`config.mk`:
```
export PLATFORM = sky130hd
export DESIGN_NAME = targeting_system
export DESIGN_NICKNAME = d
export VERILOG_FILES = /design/src/rtl/targeting_system.sv
export SDC_FILE = /design/constraint.sdc
export NUM_CORES = 1
export LEC_CHECK = 0
export ABC_AREA = 1
export CORE_AREA = 3 3 40 42
export DETAILED_ROUTE_END_ITERATION = 8
export DIE_AREA = 0 0 43 45
export PLACE_DENSITY_LB_ADDON = 0.15
export SKIP_LAST_GASP = 1
export SLEW_MARGIN = 20
export SYNTH_ARGS = -nofsm -noshare
export SYNTH_HDL_FRONTEND = slang
export SYNTH_SLANG_ARGS = --single-unit
```
`constraint.sdc`:
```
create_clock -name clk -period 2.4 [get_ports clk]
set_input_delay 0.6 -clock clk [delete_from_list [all_inputs] [get_ports clk]]
set_output_delay 0.6 -clock clk [all_outputs]
set_load 0.05 [all_outputs]
```
`src/rtl/targeting_system.sv`:
```
// targeting_system: serial-pattern recognizer for the torpedo targeting path.
// Watches a 3-bit sensor code for calibration (two syncs), a left/right gate
// pair and then a bounded core-search window. When enough core signatures
// arrive inside the window, a one-cycle registered proton_fire pulse is issued.
// Abort codes, malformed sequences and window expiry fall back to IDLE silently.
// There is no handshake: one sensor code is consumed on every rising edge,
// unconditionally.
module targeting_system #(
    parameter logic [2:0] SYNC_CODE      = 3'd7,
    parameter logic [2:0] LEFT_CODE      = 3'd1,
    parameter logic [2:0] RIGHT_CODE     = 3'd2,
    parameter logic [2:0] CORE_CODE      = 3'd4,
    parameter logic [2:0] ABORT_CODE     = 3'd5,
    parameter int         WINDOW_LEN     = 4,
    parameter int         CORES_REQUIRED = 2
) (
    input  logic       clk,
    input  logic       rst_n,
    input  logic [2:0] sensor_in,
    output logic       proton_fire
);

    localparam int WIN_W  = $clog2(WINDOW_LEN + 1);
    localparam int CORE_W = $clog2(CORES_REQUIRED + 1);

    localparam logic [WIN_W-1:0]  WIN_LAST  = WIN_W'(WINDOW_LEN);
    localparam logic [CORE_W-1:0] CORE_LAST = CORE_W'(CORES_REQUIRED);

    typedef enum logic [2:0] {
        IDLE   = 3'd0,
        SYNC1  = 3'd1,
        SYNC2  = 3'd2,
        NOISE  = 3'd3,
        GATE_L = 3'd4,
        WINDOW = 3'd5
    } state_t;

    state_t             state;
    state_t             state_nxt;
    logic [WIN_W-1:0]   win_cnt;
    logic [WIN_W-1:0]   win_nxt;
    logic [CORE_W-1:0]  core_cnt;
    logic [CORE_W-1:0]  core_nxt;
    logic               fire_nxt;

    // State, counters and the fire pulse register; reset drops them all at once.
    always_ff @(posedge clk or negedge rst_n) begin
        if (!rst_n) begin
            state       <= IDLE;
            win_cnt     <= '0;
            core_cnt    <= '0;
            proton_fire <= 1'b0;
        end else begin
            state       <= state_nxt;
            win_cnt     <= win_nxt;
            core_cnt    <= core_nxt;
            proton_fire <= fire_nxt;
        end
    end

    // Next-state, counter updates and fire decision from the sampled code.
    always_comb begin
        state_nxt = state;
        win_nxt   = win_cnt;
        core_nxt  = core_cnt;
        fire_nxt  = 1'b0;

        case (state)
            IDLE: begin
                if (sensor_in == SYNC_CODE) state_nxt = SYNC1;
            end

            SYNC1: begin
                state_nxt = (sensor_in == SYNC_CODE) ? SYNC2 : IDLE;
            end

            SYNC2: begin
                if (sensor_in == LEFT_CODE)      state_nxt = GATE_L;
                else if (sensor_in == SYNC_CODE) state_nxt = NOISE;
                else                             state_nxt = IDLE;
            end

            // A run of three or more syncs is treated as noise; the first
            // non-sync sample is swallowed rather than interpreted.
            NOISE: begin
                if (sensor_in != SYNC_CODE) state_nxt = IDLE;
            end

            GATE_L: begin
                if (sensor_in == RIGHT_CODE) begin
                    state_nxt = WINDOW;
                    win_nxt   = '0;
                    core_nxt  = '0;
                end else begin
                    state_nxt = IDLE;
                end
            end

            // Abort beats everything; a completing core beats window expiry.
            WINDOW: begin
                win_nxt = win_cnt + 1'b1;
                if (sensor_in == ABORT_CODE) begin
                    state_nxt = IDLE;
                    win_nxt   = '0;
                    core_nxt  = '0;
                end else if ((sensor_in == CORE_CODE) &&
                             (core_cnt + 1'b1 == CORE_LAST)) begin
                    state_nxt = IDLE;
                    core_nxt  = core_cnt + 1'b1;
                    fire_nxt  = 1'b1;
                end else begin
                    if (sensor_in == CORE_CODE) core_nxt = core_cnt + 1'b1;
                    if (win_nxt == WIN_LAST)    state_nxt = IDLE;
                end
            end

            default: begin
                state_nxt = IDLE;
            end
        endcase
    end

endmodule

```
==> impl_summary.log <==
INFO  metric synthesis.instances = 73
INFO  metric hpwl = ~710 µm
INFO  metric final_setup_vio_count = 0
INFO  metric min_path_type = flip-flop to flip-flop
INFO  metric muxShareOfSynthArea = 0
INFO  metric placed_cells_incl_taps = 93
INFO  metric power.static_leakage = ~0.3 nW
INFO  metric post-route-worst-setup-slack = between 0.4 and 0.5 ns
INFO  metric min_path_cells = 2
INFO  metric critical_path_peak_fanout = 1
INFO  metric design.core.area = between 1000 and 1500 µm²
INFO  metric grt_max_degree = 10
INFO  metric pre_cts_slack = around 0.47 ns
INFO  metric highest-signal-layer = met4
INFO  metric post_cts_resize_count = 0
INFO  metric cap_viol_max_count = 0
INFO  metric yosysSeqAreaShare = 0.4196
INFO  metric clock_buffer_count_from_cts = 3
INFO  metric drt-wirelength-per-cell = 9.361 µm
INFO  metric synth_xor_xnor_area_share = 0
INFO  metric post-layout-total-power = ~410 µW
INFO  metric dr.first_iter.drc_count = 12
INFO  metric cts.clk_slew.worst_paths = ~0.06 ns
INFO  metric timing.setup.tns = 0 ns
INFO  metric grt_pass1_vias = between 400 and 500
INFO  metric synth-adder-area-share = 0.06993
INFO  metric cts-root-buf = sky130_fd_sc_hd__clkbuf_4
INFO  metric drt_pass1_iterations = 4
INFO  metric buffer_ports.inserted = 5
INFO  metric worstPathCellList = clkdlybuf4s50_1
INFO  metric clock.fmax = ~500 MHz
INFO  metric num-nets-final = 91
INFO  metric final-max-slew-violation-count = 0
INFO  metric ratio_of_cells_with_drive_above_1_in_the_final_layout = 0.07317
INFO  metric global_route.usage.total = 0.1149
INFO  metric die_boundary_width = about 43 µm
INFO  metric io_pins = 6
INFO  metric finalHoldViolCount = 0
INFO  metric grt.overflow.total = 0
INFO  metric register_to_register_setup_slack = around 1.1 ns
INFO  metric worst_slew_pin_slew = 0.4876 ns
INFO  metric synth_compound_gate_area_share = 0.01865
INFO  metric h-tree-depth = 1
INFO  metric worstPathArrival = 1.37 ns
INFO  metric final_cells = between 90 and 100
INFO  metric vdd.ir_drop.worst = 0.3741 mV
INFO  metric global_route_wire_length_before_repair = 1642 µm
INFO  metric cp_top_family = buffers and inverters
INFO  metric post_cts.repair.setup_buffers = 0
INFO  metric routedLengthMet1 = between 500 and 600 µm
INFO  metric relSlewSlack = 0.6739
INFO  metric summed_instance_area_of_the_synthesized_netlist = roughly 540 µm²
INFO  metric fp.dieH = about 45 µm
INFO  metric met3RoutedLength = about 50 µm
INFO  metric hold_path_startpoint = core_cnt[1]
INFO  metric post_synth.cell_area_avg = 7.353 µm²
INFO  metric critical_path_class = flip-flop to output pin
INFO  metric crit-reg2reg-capture = core_cnt[1]
INFO  metric mappedNetlistNets = about 80
INFO  metric combinational_family_with_the_most_area_after_synthesis = simple AND/OR/NAND/NOR gates
INFO  metric worstSetupStartpoint = proton_fire
INFO  metric detail_route.drc_violations = 0
INFO  metric num-fill-cells = around 140
INFO  metric worst_setup_path_end_kind = output pin
INFO  metric cellPowerDensity = approximately 650 nW/µm²
INFO  metric period_utilisation_layout = 0.8207
INFO  metric r2r_start = state[0]
INFO  metric initial_utilization = 0.4177
INFO  metric endpoint = proton_fire
INFO  metric drt_wl_total = 908 µm
INFO  metric synthesis.yosys.warnings = 0
INFO  metric rows = 13
INFO  metric rsz_0062_raised_after_global_routing = no
INFO  metric min_period = 1.970 ns
INFO  metric route.vias.total = roughly 470
INFO  metric synth_cell_types = 13
INFO  metric drtAntennaViolNets = 0
INFO  metric grt_antenna_before_repair = 0
INFO  metric crit_path_start_kind = flip-flop
INFO  metric synth-simple-area-share = 0.4149
INFO  metric cp_data_required_time = 1.80 ns
INFO  metric dieArea = ~1900 µm²
INFO  metric cts_tree = done
INFO  metric flow.area_growth_from_synthesis = 17.72%
INFO  metric vias_per_cell = between 4 and 5
INFO  metric cp_num_buf_inv = 1
INFO  metric rr_worst_depth = 6
INFO  metric cp_slowest_cell = sky130_fd_sc_hd__clkdlybuf4s50_1
INFO  metric clock_path_buffers = 2
INFO  metric cts.sinks = 9
INFO  metric gpl.final_weighted_congestion = slightly below 0.8
INFO  metric finClkSkew = between 0.0008 and 0.0009 ns
INFO  metric run_status = complete, no violations
INFO  metric synth-seq-cells = 9
INFO  metric slowest_delay = about 0.79 ns
INFO  metric diodes = 0
INFO  metric path_depth = 1
INFO  metric cts_hold_buffers = 0
INFO  metric met2WireLength = ~330 µm
INFO  metric clk_latency = 0.26 ns
-- synth_stat cells --
library cell	n	area share
sky130_fd_sc_hd__nand2_1	17	0.12
sky130_fd_sc_hd__nand3_1	12	0.11
sky130_fd_sc_hd__nor2_1	12	0.084
sky130_fd_sc_hd__inv_1	11	0.077
sky130_fd_sc_hd__dfrtp_1	9	0.42
sky130_fd_sc_hd__ha_1	3	0.070
sky130_fd_sc_hd__nand3_2	2	0.037
sky130_fd_sc_hd__nor3_1	2	0.019
sky130_fd_sc_hd__a21oi_1	1	0.0093
sky130_fd_sc_hd__and2_1	1	0.012
sky130_fd_sc_hd__nand4_1	1	0.012
sky130_fd_sc_hd__nor2_4	1	0.021
sky130_fd_sc_hd__o21ai_0	1	0.0093
-- worst reg2reg max path: stages, from the launching register on --
cell and delay (ns):
sky130_fd_sc_hd__dfrtp_1 0.41, sky130_fd_sc_hd__nor2_1 0.20, sky130_fd_sc_hd__nand3_1 0.17, sky130_fd_sc_hd__nand2_1 0.18, sky130_fd_sc_hd__nand2_1 0.09, sky130_fd_sc_hd__nand2_1 0.06, sky130_fd_sc_hd__nand2_1 0.05
-- worst min path at each step --
stage	to	slack (ns)
global route	core_cnt[1]	0.52
finish	core_cnt[1]	0.48
floorplan	core_cnt[0]	0.30
CTS	core_cnt[1]	0.48
global placement	core_cnt[1]	0.47
detailed placement	core_cnt[1]	0.47
-- cells in the final DEF (no fill, tap or decap), drive strengths merged --
master	count
clkbuf	4
nand2	17
nor2	13
dfrtp	9
nand4	1
clkdlybuf4s50	5
nand3	14
o21ai	1
inv	11
a21oi	1
nor3	2
ha	3
and2	1
-- per-layer routing --
| layer | up-vias | GRT usage |
|---|---|---|
| met5 | - | 0 |
| met4 | 0 | 0.05422 |
| met3 | 3 | 0.03586 |
| met2 | 11 | 0.1497 |
| met1 | 203 | 0.1700 |
| li1 | 249 | - |
-- layout make-up --
type / instances / area (µm²) / area share
Sequential cell: 9 / 225.2 / 0.3564
Timing Repair Buffer: 5 / 50.05 / 0.07921
Multi-Input combinational cell: 53 / 270.3 / 0.4277
Inverter: 11 / 41.29 / 0.06535
Tap cell: 15 / 18.77 / 0.02970
Clock buffer: 4 / 26.28 / 0.04158
-- stage by stage --
step                      instance area (µm²)  utilization  hold slack (ns)
final                                   631.9       0.4917           0.4796
after detailed placement                605.6       0.4713           0.4701
after global placement                  605.6       0.4713           0.4686
after global routing                    631.9       0.4917           0.5238
after floorplan                         536.8            -           0.3044
after CTS                               631.9       0.4917           0.4846
-- cell families after synthesis --
| group | after synthesis |
|---|---|
| AO/OA/AOI/OAI | 2 |
| adder cells (fa/ha/maj) | 3 |
| buffers and inverters | 11 |
| flip-flops | 9 |
| AND/OR/NAND/NOR | 48 |
-- registers in the layout (all words and copies together), names as in the netlist --
name and flops:
state 3, proton_fire 1, win_cnt 3, core_cnt 2
-- power by group --
group	total (mW)	internal [mW]	switching [mW]
logic	0.0924	0.0403	0.0521
clock network	0.119	0.0642	0.0544
registers	0.201	0.176	0.0245
(Power assumes the default switching activity.)
